`src/rtl/fen_parse_pkg.sv`:
```
// Shared chess encodings for the FEN parser: piece codes, board geometry,
// castle/en-passant bit positions, terminator codes and parser types.
package fen_parse_pkg;

  localparam int PIECE_WIDTH = 4;
  localparam int BOARD_WIDTH = 64 * PIECE_WIDTH;

  // Black codes are the white codes with bit 3 set.
  localparam logic [PIECE_WIDTH-1:0] EMPTY_POSN   = 4'd0;
  localparam logic [PIECE_WIDTH-1:0] WHITE_PAWN   = 4'd1;
  localparam logic [PIECE_WIDTH-1:0] WHITE_KNIGHT = 4'd2;
  localparam logic [PIECE_WIDTH-1:0] WHITE_BISHOP = 4'd3;
  localparam logic [PIECE_WIDTH-1:0] WHITE_ROOK   = 4'd4;
  localparam logic [PIECE_WIDTH-1:0] WHITE_QUEEN  = 4'd5;
  localparam logic [PIECE_WIDTH-1:0] WHITE_KING   = 4'd6;
  localparam logic [PIECE_WIDTH-1:0] BLACK_PAWN   = 4'd9;
  localparam logic [PIECE_WIDTH-1:0] BLACK_KNIGHT = 4'd10;
  localparam logic [PIECE_WIDTH-1:0] BLACK_BISHOP = 4'd11;
  localparam logic [PIECE_WIDTH-1:0] BLACK_ROOK   = 4'd12;
  localparam logic [PIECE_WIDTH-1:0] BLACK_QUEEN  = 4'd13;
  localparam logic [PIECE_WIDTH-1:0] BLACK_KING   = 4'd14;

  localparam int CASTLE_WK_BIT = 0;
  localparam int CASTLE_WQ_BIT = 1;
  localparam int CASTLE_BK_BIT = 2;
  localparam int CASTLE_BQ_BIT = 3;
  localparam int EP_VALID_BIT  = 3;

  localparam logic [7:0] TERM_NUL = 8'h00;
  localparam logic [7:0] TERM_LF  = 8'h0A;

  typedef enum logic [3:0] {
    ST_IDLE, ST_PLACE, ST_SIDE, ST_CASTLE, ST_EP, ST_HALF, ST_FULL, ST_DONE, ST_ERROR
  } fen_state_t;

  typedef struct packed {
    logic                   is_piece;
    logic [PIECE_WIDTH-1:0] piece_code;
    logic                   is_digit;
    logic [3:0]             digit_value;
  } char_class_t;

endpackage

```
`src/rtl/fen_parse_char_decode.sv`:
```
// Combinational classifier: piece letters to piece codes, ASCII digits to values.
module fen_char_decode
  import fen_parse_pkg::*;
(
  input  logic [7:0]  char_in,
  output char_class_t cls
);

  always_comb begin
    cls = '0;
    case (char_in)
      "P": begin cls.is_piece = 1'b1; cls.piece_code = WHITE_PAWN;   end
      "N": begin cls.is_piece = 1'b1; cls.piece_code = WHITE_KNIGHT; end
      "B": begin cls.is_piece = 1'b1; cls.piece_code = WHITE_BISHOP; end
      "R": begin cls.is_piece = 1'b1; cls.piece_code = WHITE_ROOK;   end
      "Q": begin cls.is_piece = 1'b1; cls.piece_code = WHITE_QUEEN;  end
      "K": begin cls.is_piece = 1'b1; cls.piece_code = WHITE_KING;   end
      "p": begin cls.is_piece = 1'b1; cls.piece_code = BLACK_PAWN;   end
      "n": begin cls.is_piece = 1'b1; cls.piece_code = BLACK_KNIGHT; end
      "b": begin cls.is_piece = 1'b1; cls.piece_code = BLACK_BISHOP; end
      "r": begin cls.is_piece = 1'b1; cls.piece_code = BLACK_ROOK;   end
      "q": begin cls.is_piece = 1'b1; cls.piece_code = BLACK_QUEEN;  end
      "k": begin cls.is_piece = 1'b1; cls.piece_code = BLACK_KING;   end
      default: ;
    endcase
    // ASCII '0'..'9' are 0x30..0x39, so the low nibble is the value.
    if (char_in >= "0" && char_in <= "9") begin
      cls.is_digit    = 1'b1;
      cls.digit_value = char_in[3:0];
    end
  end

endmodule

```
`src/rtl/fen_parse.sv`:
```
// Streaming FEN parser: consumes one ASCII character per cycle and builds the
// board, castle rights, en-passant file, side to move and half-move clock.
module fen_parse
  import fen_parse_pkg::*;
#(
  parameter int HALF_MOVE_WIDTH = 7
) (
  input  logic                       clk,
  input  logic                       reset,
  input  logic                       start,
  input  logic [7:0]                 char_in,
  input  logic                       char_valid,
  output logic                       char_ready,
  output logic [BOARD_WIDTH-1:0]     board,
  output logic [3:0]                 castle_mask,
  output logic [3:0]                 en_passant_col,
  output logic                       white_to_move,
  output logic [HALF_MOVE_WIDTH-1:0] half_move,
  output logic                       done,
  output logic                       error
);

  localparam int HACC_W = HALF_MOVE_WIDTH + 4;
  localparam logic [BOARD_WIDTH-1:0] EMPTY_BOARD = {64{EMPTY_POSN}};

  fen_state_t                 state_reg;
  logic [BOARD_WIDTH-1:0]     board_reg;
  logic [3:0]                 castle_reg;
  logic [3:0]                 ep_reg;
  logic                       wtm_reg;
  logic [HALF_MOVE_WIDTH-1:0] half_reg;
  logic                       done_reg;
  logic                       error_reg;
  logic [2:0]                 row_reg;
  logic [3:0]                 col_reg;
  logic [1:0]                 sub_reg;
  logic [2:0]                 ep_file_reg;

  char_class_t        cls;
  logic               accept;
  logic [4:0]         col_sum;
  logic [5:0]         sq_idx;
  logic [HACC_W-1:0]  half_acc;
  logic               half_ovf;

  fen_char_decode u_decode (
    .char_in (char_in),
    .cls     (cls)
  );

  assign char_ready = (state_reg inside {ST_PLACE, ST_SIDE, ST_CASTLE, ST_EP, ST_HALF, ST_FULL})
                      && !start;
  assign accept     = char_valid && char_ready;
  assign col_sum    = {1'b0, col_reg} + {1'b0, cls.digit_value};
  assign sq_idx     = {row_reg, col_reg[2:0]};
  assign half_acc   = HACC_W'(half_reg) * HACC_W'(10) + HACC_W'(cls.digit_value);
  assign half_ovf   = |half_acc[HACC_W-1:HALF_MOVE_WIDTH];

  // sub_reg tracks progress inside a field: SIDE 0=need letter 1=need space;
  // CASTLE 0=empty 1=letters 2=dash; EP 0=empty 1=need rank 2=need space; HALF 0=empty 1=digits.
  always_ff @(posedge clk) begin
    if (reset || start) begin
      state_reg   <= reset ? ST_IDLE : ST_PLACE;
      board_reg   <= EMPTY_BOARD;
      castle_reg  <= '0;
      ep_reg      <= '0;
      wtm_reg     <= 1'b0;
      half_reg    <= '0;
      done_reg    <= 1'b0;
      error_reg   <= 1'b0;
      row_reg     <= 3'd7;
      col_reg     <= 4'd0;
      sub_reg     <= 2'd0;
      ep_file_reg <= 3'd0;
    end else begin
      done_reg <= 1'b0;
      if (state_reg == ST_DONE) begin
        state_reg <= ST_IDLE;
      end else if (accept) begin
        case (state_reg)
          ST_PLACE: begin
            if (cls.is_piece) begin
              if (col_reg == 4'd8) begin
                state_reg <= ST_ERROR; error_reg <= 1'b1;
              end else begin
                board_reg[sq_idx*PIECE_WIDTH +: PIECE_WIDTH] <= cls.piece_code;
                col_reg <= col_reg + 4'd1;
              end
            end else if (cls.is_digit) begin
              if (cls.digit_value == 4'd0 || cls.digit_value == 4'd9 || col_sum > 5'd8) begin
                state_reg <= ST_ERROR; error_reg <= 1'b1;
              end else begin
                col_reg <= col_sum[3:0];
              end
            end else if (char_in == "/" && col_reg == 4'd8 && row_reg != 3'd0) begin
              row_reg <= row_reg - 3'd1;
              col_reg <= 4'd0;
            end else if (char_in == " " && col_reg == 4'd8 && row_reg == 3'd0) begin
              state_reg <= ST_SIDE;
              sub_reg   <= 2'd0;
            end else begin
              state_reg <= ST_ERROR; error_reg <= 1'b1;
            end
          end
          ST_SIDE: begin
            if (sub_reg == 2'd0 && (char_in == "w" || char_in == "b")) begin
              wtm_reg <= (char_in == "w");
              sub_reg <= 2'd1;
            end else if (sub_reg == 2'd1 && char_in == " ") begin
              state_reg <= ST_CASTLE;
              sub_reg   <= 2'd0;
            end else begin
              state_reg <= ST_ERROR; error_reg <= 1'b1;
            end
          end
          ST_CASTLE: begin
            if (sub_reg != 2'd2 && char_in == "K") begin
              castle_reg[CASTLE_WK_BIT] <= 1'b1; sub_reg <= 2'd1;
            end else if (sub_reg != 2'd2 && char_in == "Q") begin
              castle_reg[CASTLE_WQ_BIT] <= 1'b1; sub_reg <= 2'd1;
            end else if (sub_reg != 2'd2 && char_in == "k") begin
              castle_reg[CASTLE_BK_BIT] <= 1'b1; sub_reg <= 2'd1;
            end else if (sub_reg != 2'd2 && char_in == "q") begin
              castle_reg[CASTLE_BQ_BIT] <= 1'b1; sub_reg <= 2'd1;
            end else if (sub_reg == 2'd0 && char_in == "-") begin
              sub_reg <= 2'd2;
            end else if (sub_reg != 2'd0 && char_in == " ") begin
              state_reg <= ST_EP;
              sub_reg   <= 2'd0;
            end else begin
              state_reg <= ST_ERROR; error_reg <= 1'b1;
            end
          end
          ST_EP: begin
            if (sub_reg == 2'd0 && char_in == "-") begin
              sub_reg <= 2'd2;
            end else if (sub_reg == 2'd0 && char_in >= "a" && char_in <= "h") begin
              // 'a'..'h' are 0x61..0x68: low three bits minus one give the file.
              ep_file_reg <= char_in[2:0] - 3'd1;
              sub_reg     <= 2'd1;
            end else if (sub_reg == 2'd1 && (char_in == "3" || char_in == "6")) begin
              ep_reg[EP_VALID_BIT] <= 1'b1;
              ep_reg[2:0]          <= ep_file_reg;
              sub_reg              <= 2'd2;
            end else if (sub_reg == 2'd2 && char_in == " ") begin
              state_reg <= ST_HALF;
              sub_reg   <= 2'd0;
            end else begin
              state_reg <= ST_ERROR; error_reg <= 1'b1;
            end
          end
          ST_HALF: begin
            if (cls.is_digit && !half_ovf) begin
              half_reg <= half_acc[HALF_MOVE_WIDTH-1:0];
              sub_reg  <= 2'd1;
            end else if (sub_reg == 2'd1 && char_in == " ") begin
              state_reg <= ST_FULL;
              sub_reg   <= 2'd0;
            end else begin
              state_reg <= ST_ERROR; error_reg <= 1'b1;
            end
          end
          ST_FULL: begin
            if (char_in == TERM_NUL || char_in == TERM_LF) begin
              state_reg <= ST_DONE;
              done_reg  <= 1'b1;
            end else if (!cls.is_digit) begin
              state_reg <= ST_ERROR; error_reg <= 1'b1;
            end
          end
          default: ;
        endcase
      end
    end
  end

  assign board          = board_reg;
  assign castle_mask    = castle_reg;
  assign en_passant_col = ep_reg;
  assign white_to_move  = wtm_reg;
  assign half_move      = half_reg;
  assign done           = done_reg;
  assign error          = error_reg;

endmodule

```
`config.mk`:
```
export PLATFORM = sky130hd
export DESIGN_NAME = fen_parse
export DESIGN_NICKNAME = d
export VERILOG_FILES = /design/src/rtl/fen_parse_pkg.sv /design/src/rtl/fen_parse_char_decode.sv /design/src/rtl/fen_parse.sv
export SDC_FILE = /design/constraint.sdc
export NUM_CORES = 1
export LEC_CHECK = 0
export CORE_MARGIN = 2
export CORE_UTILIZATION = 52
export CTS_BUF_LIST = sky130_fd_sc_hd__clkbuf_8
export CTS_CLUSTER_DIAMETER = 200
export DETAILED_ROUTE_END_ITERATION = 6
export PLACE_DENSITY = 0.82
export SYNTH_ARGS = -nofsm -noshare
export SYNTH_HDL_FRONTEND = slang
export SYNTH_SLANG_ARGS = --single-unit
```
`constraint.sdc`:
```
create_clock -name clk -period 4.8 [get_ports clk]
set_input_delay 0.96 -clock clk [delete_from_list [all_inputs] [get_ports clk]]
set_output_delay 0.96 -clock clk [all_outputs]
set_load 0.02 [all_outputs]
```
; Yosys cells after proc, flatten, opt, wreduce, memory -nomap -nowiden
; Cells that the tools add are included.
[totals]
register_bits = 290
[classes]
addsub = 6
n_mul = 1
magnitude_cmp = 5
eq_ne = 71
n_shift = 2
muxes = 76
bitwise_logic = 11
n_reduce_logical = 55
[ops]
columns = cell, count
row1 = $bwmux 256, 1
row2 = $shift 4x34->256 const A, 1
row3 = $shiftx 4x34->256, 1
row4 = $mux 4, 30
row5 = $eq 8x7->1 const B, 13
row6 = $pmux 5 s12, 1
row7 = $ne 4x4->1 const B, 12
row8 = $eq 8x6->1 const B, 5
row9 = $ne 2x2->1 const B, 19
row10 = $mux 2, 17
row11 = $neg 8->34, 1
row12 = $pmux 4 s6, 1
row13 = $reduce_and 6->1, 4
row14 = $mux 1, 23
row15 = $reduce_and 21->1, 1
row16 = $logic_and 1x1->1, 20
row17 = $eq 4x3->1 const B, 4
row18 = $reduce_and 16->1, 1
row19 = $reduce_and 5->1, 3
row20 = $reduce_and 4->1, 3
row21 = $add 11x4->11, 1
row22 = $not 1->1, 11
row23 = $mul 7x3->10 const B, 1
row24 = $ne 5x2->1 const B, 2
row25 = 39 further kinds, 51

; Logic depth before layout (Yosys ltp)
; Gate-level depths: netlist of run 1.
[logic_depth]
depth_word = 13
mapped_depth = 15

; Cells and area by module
; From an unflattened synthesis of run 1, not the netlist that was laid out.
[hier_totals]
cells_unflattened = 1487
area_unflattened_um2 = 12891.1
[modules_own_cells]
columns = mod, instances, cells_per_inst, area_each_um2, seq_area_each_um2
row1 = fen_parse, 1, 1455, 12650.9, 5845.6
row2 = fen_char_decode, 1, 32, 240.2, 0.0

; Least setup slack after synthesis of run 1
; Ideal clock, no wire load.
[synth_timing]
kind = input to register
start = input char_in[1]
end = register half_reg[0], in the netlist half_move[0]
setup_ps = 128
arrival_time_ps = 3923
path_slack_ps = 749
stages = 15
cell_sequence = inv_1 > ha_1 > nor2_1 > o21ai_0 > and3_1 > ha_1 > inv_1 > fa_1 > nor2b_1 > o2111a_1 > and4_1 > o2111ai_1 > nor4_4 > mux2i_1 > nor2_1
[synth_via]
elab_chain_cells = 8
[synth_rtl]
columns = element, line_no
row1 = start: declaration, fen_parse.sv:11  ; input logic [7:0] char_in,
row2 = $ge 8x6->1 or $le 8x6->1 (tied branches), fen_parse_char_decode.sv:27  ; if (char_in >= "0" && char_in <= "9") begin
row3 = $logic_and 1x1->1, fen_parse_char_decode.sv:27
row4 = $mux 5 *, fen_parse_char_decode.sv:27
row5 = $add 11x4->11, fen_parse.sv:56  ; assign half_acc = HACC_W'(half_reg) * HACC_W'(10) + HACC_W'(cls.digit_value);
row6 = $reduce_or 4->1, fen_parse.sv:57  ; assign half_ovf = |half_acc[HACC_W-1:HALF_MOVE_WIDTH];
row7 = $logic_not 1->1, fen_parse.sv:153  ; if (cls.is_digit && !half_ovf) begin
row8 = $logic_and 1x1->1, fen_parse.sv:153
row9 = $reduce_and 4->1 (no line), n/a
row10 = end signal: assignment, fen_parse.sv:154  ; half_reg <= half_acc[HALF_MOVE_WIDTH-1:0];
row11 = end: declaration, fen_parse.sv:31  ; logic [HALF_MOVE_WIDTH-1:0] half_reg;
; Every way passes the cells marked *; elsewhere a longest branch is shown, timed or not.
; A chain may end at the register's enable or synchronous reset.

==> metrics.md, run 1 <==
| Metric | Value |
|---|---|
| Vias in the first global route | 11200 |
| Yosys warnings | 0 |
| Yosys cell types | 72 |
| EDFF count, synth | 4 |
| Max frequency | 226 MHz |
| Largest net degree at the start of global routing | 190 |
| CP arrival | 4830 ps |
| Initial core utilization | 0.525 |
| Nets | 1722 |
| First-pass GRT wire length | between 60000 and 70000 um |
| MaxCap Viol Count | 0 |
| Post-synthesis sequential element count | 290 |
| Average cell area after synthesis | just over 9 um^2 |
| CTS H-tree depth | 2 |
| Seq/Total Area, Yosys | 0.460 |
| Post-synth top flop | dfxtp_1 |
| Synth async-reset ratio | 0 |
| Fin crit period | 4430 ps |
| CP startpoint kind | primary input |
| Hold buffer count at CTS | 0 |
| Hold wc startpoint | board[85] |
| Share of cells above drive strength 1 | 0.0699 |
| Relative slew slack | 0.284 |
| CTS tree | done |
| HP Class | flip-flop to flip-flop |
| Die width | 160 um |
| FP Rows | 57 |
| Setup Buffers After CTS | 0 |
| Pwr dens | 287 nW/um^2 |
| Fin. Hold Viols | 0 |
| Fin crit share | 0.922 |
| Vias per Instance | 5.60 |
| Layout area overhead | 33.5% |
| Most common cell in the netlist | nand2_1 |
| Initial DRC Count | between 1000 and 1500 |
| Post-CTS resize count | 0 |
| Pins over their slew limit | 0 |
| Post-DP HPWL | 29200 um |
| Port Buffer Count | 286 |
| Final Util | 0.701 |
| Root Buffer | clkbuf_8 |
| Post-synth top area cell | dfxtp_1 |
| Pre-CTS WS | -47.5 ps |
| Die height | about 160 um |
| Status | finished, final reports clean |
| Clk Latency, worst-skew pair | 570 ps |
| Synthesized cell area | 12700 um^2 |
| Setup repair after global routing missed its margin | no |
| DRC Markers | 0 |
| Die area | 25700 um^2 |
| Commonest cells in the netlist | nand2_1 (389), dfxtp_1 (286), mux2i_1 (255) |
| Max VDD drop | 0.000172 V |
| Total gr overflow | 0 |
| Max FFs per register | between 200 and 300 |
| Tot GR Track Use | 0.307 |
| Ranking of synthesized cells by area | dfxtp_1 (45%), mux2i_1 (20%), nand2_1 (11%) |
| Vias | approximately 11000 |
| Leakage | 7.34 nW |
| TritonCTS Sinks | 290 |
| WL final | ~40000 um |
| CP Max Fanout | 5 |
| Transition time of the tightest slew-check pin | 1070 ps |
| CP startpoint | char_in[0] |
| Crit Reg-Reg Startpoint | col_reg[0] |
| CP Capture Type | flip-flop |
| Core Region | 24200 um^2 |
| Clk_skew | 31.8 ps |
| DRT Pass-1 Iters | 6 |
| Num ports | 287 |
| Deepest clock path buffer count | 3 |
| Final Setup Violations | 0 |
| Antenna Violating Nets Remaining | 0 |
| Setup CP Type | primary input to flip-flop |
| Final WS setup | between 300 and 400 ps |
| Wire per inst | between 15 and 20 um |
| Synth top area share | 0.451 |
| Count of mapped cells out of synthesis | 1381 |
| Post-synth net total | 1423 |
| WP data required | 5210 ps |
| Clock transition at path regs | 60 ps |
| Gp weighted congestion | 0.920 |
| N_diodes | 0 |
| CTS Buf Count | between 40 and 50 |
| Initial antenna violation count | 0 |
-- area by class of cell --
type / instances / area [um^2]
Clock inverter: 18 / 124
Multi-Input combinational cell: 1012 / 6550
Timing Repair Buffer: 305 / 3020
Clock buffer: 67 / 922
Sequential cell: 290 / 5850
Tap cell: 324 / 405
Fill cell: 1830 / 7220
Inverter: 24 / 90.1
-- layer usage --
metal,up-vias,share of wire,track usage,routed length [um]
met4,0,0.042,0.127,1690
met3,107,0.081,0.0749,3230
met1,5441,0.42,0.395,16700
met5,-,0,0,0
li1,5350,-,-,-
met2,519,0.46,0.498,18200
-- worst max-delay path, stage by stage --
cell	delay [ps]
clkdlybuf4s50_1	500
inv_1	90
ha_1	240
nor2_1	180
o21ai_0	180
and3_1	260
ha_1	210
fa_1	480
or4_1	540
o311ai_0	100
a311oi_1	110
o21ai_0	300
o211ai_1	250
a221oi_1	330
a211oi_1	80
-- logic make-up after synthesis --
logic type,after synthesis,share of synthesized area
compound gates,104,0.0532
xor+xnor,13,0.00896
fa+ha+maj,30,0.0313
buf+inv,79,0.0249
flops,290,0.460
mux,256,0.202
simple gates,609,0.220
-- through the flow --
stage          power [mW]  TNS, ps  instances  hold slack [ps]  instance area (um^2)
2_1_floorplan        2.56        0       1381              454                 12700
3_3_place_gp         2.61        0       1955              441                 15900
3_5_place_dp         2.61     -282       1955              452                 15900
4_1_cts              4.88        0       2040              462                 17000
5_1_grt              5.00        0       2040              471                 17000
6_report             4.86        0       2040              459                 17000
-- layout by cell type, fill, tap and decap left out, drive strengths merged, types with 6 or more instances in the layout --
cell	count
nor3	25
nand2	389
mux2i	255
xnor2	11
nor2b	12
nor4	9
nand2b	20
a21oi	27
clkinv	6
clkdlybuf4s50	286
buf	19
dfxtp	286
nor2	75
ha	27
and3	10
o21ai	30
nand3	24
or3	7
clkbuf	67
nand4	9
inv	34
-- worst paths after layout --
path / end / slack [ps] / cells past startpoint
worst max-delay path: col_reg[0] / 370 / 15
worst min register to register: board[85] / 460 / 2
worst min-delay path: board[85] / 460 / 2
worst max register to register: board[69] / 1370 / 9
-- power by group --
| part | internal (mW) | switching [mW] | total (mW) |
|---|---|---|---|
| Clock | 1.30 | 1.00 | 2.30 |
| Sequential | 2.42 | 0.0100 | 2.43 |
| Combinational | 0.0384 | 0.0964 | 0.135 |
| Total | 3.75 | 1.11 | 4.86 |
Power figures use the tool's default switching activity.
==> run 2, diff against run 1 <==
Settings changed: ABC_AREA set to 1, CORE_UTILIZATION 52 to 55, PLACE_DENSITY 0.82 to 0.84.
==> run 2 against run 1 <==
Against the previous run:
- the run now ends with DRC left
- register-to-register slack worse by 130 ps
- global-route usage increased by 0.26 points
- worst hold slack improved by 7.6 ps
- largest power group unchanged
- critical path depth grew 4
- critical path type unchanged
- first-iteration DRC count increased by 33%
- clock power is 11% lower
- wire length is 16% higher
- highest routed layer unchanged
- sequential share of layout area is 4.4 points lower
- flip-flop and latch count unchanged
- power is 5.0% lower
- die area rose by 14%
==> metrics.md, run 2 <==
| Metric | Value |
|---|---|
| Power share of the combinational group | 0.033 |
| Pwr dens | 238 nW/um^2 |
| Fin. Hold Viols | 0 |
| Post-DP HPWL | 33400 um |
| Most used cell, CP | nor2_1 |
| Nets | 2672 |
| Setup CP Type | primary input to flip-flop |
| Post-synth net total | 2380 |
| Wire per inst | about 15 um |
| Compound-Gate Fraction of Synth Area | 0.0457 |
| TritonCTS Sinks | 290 |
| Final WS setup | 845 ps |
| Synth async-reset ratio | 0 |
| Count of mapped cells out of synthesis | roughly 2300 |
| WP data required | about 5300 ps |
| Clk pwr share | 0.443 |
| Post-synthesis sequential element count | 290 |
| Die height | 171 um |
| Adder-Cell Fraction of Synth Area | 0.0259 |
| Initial DRC Count | 1419 |
| HP Class | flip-flop to flip-flop |
| MaxCap Viol Count | 0 |
| Clock transition at path regs | around 60 ps |
| Deepest clock path buffer count | 3 |
| Met3 Use GR | 0.0536 |
| Proportion of synthesized area in mux cells | 0 |
| Vias in the first global route | 14300 |
| First-pass GRT wire length | 72700 um |
| Initial antenna violation count | 0 |
| Fin crit share | 0.824 |
| Post-Synth Simple-Gate Area | 0.416 |
| Sw Pwr | 1.11 mW |
| Post-CTS resize count | 0 |
| CTS H-tree depth | 2 |
| CTS Buf Count | 48 |
| Most common cell in the netlist | nand2_1 |
| DRC Markers | 1 |
| Largest net degree at the start of global routing | 269 |
| Relative slew slack | 0.106 |
| Core Region | approximately 28000 um^2 |
| EDFF count, synth | 4 |
| Vias | 15400 |
| CP startpoint kind | primary input |
| DRT Pass-1 Iters | 7 |
| R2R Setup Slk | 1240 ps |
| CP Capture Type | flip-flop |
| Flop pwr share | 0.524 |
| Critical Path, Cell by Cell | clkdlybuf4s50_1 -> inv_1 -> ha_1 -> nor2_1 -> nand2_1 -> nand3_1 -> buf_4 -> nor2_1 -> inv_1 -> fa_1 -> inv_1 -> a21oi_1 -> nor2_1 -> nand3_1 -> nand2_1 -> nand4_1 -> nor2_1 -> o21ai_0 -> a21oi_1 |
| Critical path's slowest cell | clkdlybuf4s50_1 |
| Max frequency | 253 MHz |
| Commonest non-fill, non-tap cells in the layout | nand2_1 (565), nor2_1 (562), inv_1 (439) |
| Total gr overflow | 0 |
| Synthesized cell area | about 15000 um^2 |
| Fillers | 2287 |
| Fin crit period | 3950 ps |
| Commonest cells in the netlist | nand2_1 (565), nor2_1 (563), inv_1 (420) |
| FP Rows | 61 |
| Synth Area in XOR/XNOR | 0.00456 |
| Max incr delay on CP | approximately 520 ps |
| CTS tree | done |
| Antenna Violating Nets Remaining | 0 |
| Die area | slightly below 30000 um^2 |
| Num ports | 287 |
| CP Max Fanout | 8 |
| Max VDD drop | 0.000180 V |
| Clk_skew | roughly 21 ps |
| Net Sw Frac | 0.241 |
| M1 GR Usage | 0.398 |
| Most Used Layer, Global Route | met2 |
| Met2 Use GR | 0.518 |
| Crit-path leading delay family | simple AND/OR/NAND/NOR gates |
| Failing checks | DRC |
| Root Buffer | clkbuf_8 |
| Max FFs per register | 256 |
| Setup Buffers After CTS | 0 |
| Initial core utilization | 0.557 |
| Yosys cell types | 42 |
| Buffers plus inverters on the worst setup path | 5 |
| Commonest non-fill, non-tap cell in the layout | nand2_1 |
| Internal power | 3.50 mW |
| Yosys warnings | 0 |
| Setup repair after global routing missed its margin | no |
| Tot GR Track Use | 0.310 |
| Final setup TNS | 0 ps |
| Seq/Total Area, Yosys | 0.380 |
| Gp weighted congestion | 0.946 |
| Share of cells above drive strength 1 | 0.0649 |
| Leakage | around 9.2 nW |
| Status | finished, violations left |
| Pre-CTS WS | 311 ps |
| Post-synth top area cell | dfxtp_1 |
| Post-synth top flop | dfxtp_1 |
| Largest family of logic cells by synthesized area | simple AND/OR/NAND/NOR gates |
| N_diodes | 0 |
| Die width | 171 um |
| Pins over their slew limit | 0 |
| Synth top area share | 0.372 |
| Average cell area after synthesis | 6.58 um^2 |
| Vias per Instance | around 5.1 |
| Transition time of the tightest slew-check pin | 1340 ps |
| Port Buffer Count | 286 |
| Ranking of synthesized cells by area | dfxtp_1 (37%), nand2_1 (14%), nor2_1 (14%) |
| WL final | 46200 um |
| Clk Latency, worst-skew pair | about 580 ps |
| CP arrival | 4430 ps |
| Final Setup Violations | 0 |
| Hold buffer count at CTS | 0 |
| Layout area overhead | 26.4% |
run 2: area by class of cell:
cell class,count,area [um^2],share of cell area
inverter,430,1620,0.0831
tap,378,473,0.0243
clock buffer,55,757,0.0389
sequential,290,5850,0.301
multi-input combinational,1556,7580,0.390
timing repair buffer,304,3040,0.156
clock inverter,29,139,0.00714
run 2: logic make-up (layout without fill, tap and decap cells):
family,Yosys count,count (layout)
compound gates,137,137
xor+xnor,8,8
fa+ha+maj,30,30
buf+inv,492,818
flops,290,290
simple gates,1381,1381
run 2: per-layer routing:
metal  vias up  wire length [um]
met5         -                 0
met4         0              1760
met3       116              3590
met1      6983             19200
li1       7647                 -
met2       640             21600
run 2: worst min-delay path, cell delays in order, from the launching register on:
cell,delay [ps]
dfxtp_1,310
nand2_1,60
a21oi_1,50
run 2: final timing paths:
check / cells past startpoint / start / to
max: 19 / char_in[0] / half_move[4]
min: 2 / board[129] / board[129]
max reg2reg: 10 / col_reg[0] / board[52]
min reg2reg: 2 / board[129] / board[129]
run 2: per-stage QoR:
stage | instance area (um^2) | hold WS [ps] | cells | util | total power [mW]
2_1_floorplan | 15400 | 445 | 2338 | - | 2.57
5_1_grt | 19400 | 494 | 3042 | 0.704 | 4.77
3_3_place_gp | 18500 | 454 | 2958 | 0.671 | 2.62
6_report | 19400 | 467 | 3042 | 0.704 | 4.62
3_5_place_dp | 18500 | 458 | 2958 | 0.671 | 2.62
4_1_cts | 19400 | 468 | 3042 | 0.704 | 4.63
run 2: power by group through the flow:
stage	sequential [mW]	combinational, mW	clock (mW)
6_report	2.42	0.152	2.05
5_1_grt	2.42	0.167	2.18
4_1_cts	2.42	0.150	2.06
3_5_place_dp	2.47	0.149	0
3_3_place_gp	2.47	0.147	0
2_1_floorplan	2.47	0.103	0
==> run 3, diff against run 2 <==
Settings changed: CORE_UTILIZATION 55 to 49, PLACE_DENSITY 0.84 to 0.79.
Clock period 4.8 ns to 3.6 ns, I/O delays scaled along.
==> run 3 against run 2 <==
Against the previous run:
- the run now ends clean
- global-route usage is 2.6 points lower
- utilization is 4.6 points lower
- non-clock buffer count is 73 higher
- final area is 4.0% higher
- die area is 12% higher
- largest cell class unchanged
- via count is 2.1% higher
==> metrics.md, run 3 (synthesis results as in run 2) <==
| Metric | Value |
|---|---|
| Status | finished, final reports clean |
| Inst Count DP | 3048 |
| Setup repair after global routing missed its margin | no |
| Total gr overflow | 0 |
| Vias per Instance | 5.01 |
| CP startpoint kind | flip-flop |
| CP arrival | 2530 ps |
| HP Class | flip-flop to flip-flop |
| Pwr dens | 322 nW/um^2 |
| Share of cells above drive strength 1 | 0.0948 |
| N_diodes | 0 |
| Largest net degree at the start of global routing | 167 |
| Port Buffer Count | roughly 290 |
| Die area | between 30000 and 40000 um^2 |
| Fin crit share | 0.904 |
| Die width | 181 um |
| Commonest non-fill, non-tap cell in the layout | nand2_1 |
| Final setup TNS | 0 ps |
| Max VDD drop | 0.000273 V |
| Commonest non-fill, non-tap cells in the layout | nand2_1 (564), nor2_1 (560), inv_1 (434) |
| Max incr delay on CP | 590 ps |
| Die height | 181 um |
| WL final | ~47000 um |
| Max frequency | 307 MHz |
| Antenna Violating Nets Remaining | 0 |
| Placed inst area | 19200 um^2 |
| Layout area overhead | 31.5% |
| DRC Markers | 0 |
| Critical Path, Cell by Cell | nor2_1 -> nand3_1 -> inv_1 -> nor2_1 -> nand2_1 -> nand2_1 -> inv_1 -> clkdlybuf4s50_1 |
| FP Rows | 64 |
| CP Max Fanout | 5 |
| Leakage | 9.65 nW |
| Clk_skew | between 20 and 30 ps |
| Vias | around 16000 |
| Core Region | ~30000 um^2 |
| Fin. Hold Viols | 0 |
| Finished Layout Cells | 3138 |
| Max FFs per register | 256 |
| Clk Latency, worst-skew pair | 600 ps |
| Fin crit period | ~3300 ps |
| MaxCap Viol Count | 0 |
| Transition time of the tightest slew-check pin | around 860 ps |
| Wire per inst | 15.1 um |
| Tot GR Track Use | 0.284 |
| Nets | 2747 |
| Clock transition at path regs | 60 ps |
| Root Buffer | clkbuf_8 |
| Initial core utilization | 0.500 |
| Initial antenna violation count | 0 |
| First-pass GRT wire length | 76100 um |
| Relative slew slack | 0.420 |
| Vias in the first global route | 14900 |
| CTS tree | done |
| Deepest clock path buffer count | 3 |
| CTS Buf Count | 50 |
| DRT Pass-1 Iters | 6 |
| Setup CP Type | flip-flop to output pin |
| Post-route cell area | 20200 um^2 |
| Num ports | roughly 290 |
| Pins over their slew limit | 0 |
| WP data required | 2880 ps |
| TritonCTS Sinks | slightly below 300 |
| Gp weighted congestion | 0.958 |
| Initial DRC Count | ~1100 |
| CP Capture Type | output pin |
| Post-DP HPWL | 35000 um |
| Final Setup Violations | 0 |
| Critical path's slowest cell | clkdlybuf4s50_1 |
| CTS H-tree depth | 2 |
run 3: per-layer routing:
layer	vias to the layer above	part of all wire	global-route usage
met5	-	0	0
met4	0	0.044	0.127
met3	136	0.076	0.0498
met2	647	0.46	0.468
met1	7120	0.42	0.364
li1	7807	-	-
run 3: critical path: cells and delay by family, from the launching register on:
| kind | cells | cell delay (ps) |
|---|---|---|
| buf+inv | 3 | 880 |
| simple gates | 5 | 690 |
| flops | 1 | 380 |
run 3: area by class of cell:
type | instances | area [um^2]
flip-flops and latches | 290 | 5850
repair buffers | 377 | 3630
clock buffers | 65 | 895
inverters | 430 | 1620
fillers | 2717 | 10500
clock inverters | 24 | 143
multi-input cells | 1556 | 7590
well taps | 396 | 495
run 3: final timing paths:
kind / startpoint / endpoint / slack (ps) / cells after the start
worst min-delay path: board[129] / board[129] / 470 / 2
worst min register to register: board[129] / board[129] / 470 / 2
worst max register to register: row_reg[0] / board[75] / 670 / 12
worst max-delay path: state_reg[3] / char_ready / 350 / 8
run 3: what timing repair did:
action / 4_1_cts / 5_1_grt
gates resized for setup: 0 / 6
endpoints found under the setup margin: 0 / 16
buffers inserted: 0 / 1
hold buffers: 0 / 0
run 3: metrics by stage:
stage	worst slack, ps	utilization	total power, mW	hold slack (ps)
floorplan	207	-	3.43	445
global placement	-173	0.623	3.51	455
detailed placement	-414	0.623	3.51	459
CTS	197	0.657	6.56	470
global route	13.1	0.657	6.73	502
finish	347	0.657	6.51	466
run 3: power by group:
part	switching (mW)	leakage (nW)	total (mW)	internal (mW)
Combinational	0.149	6.71	0.218	0.0690
Clock	1.38	0.594	3.07	1.69
Sequential	0.00378	2.35	3.23	3.22
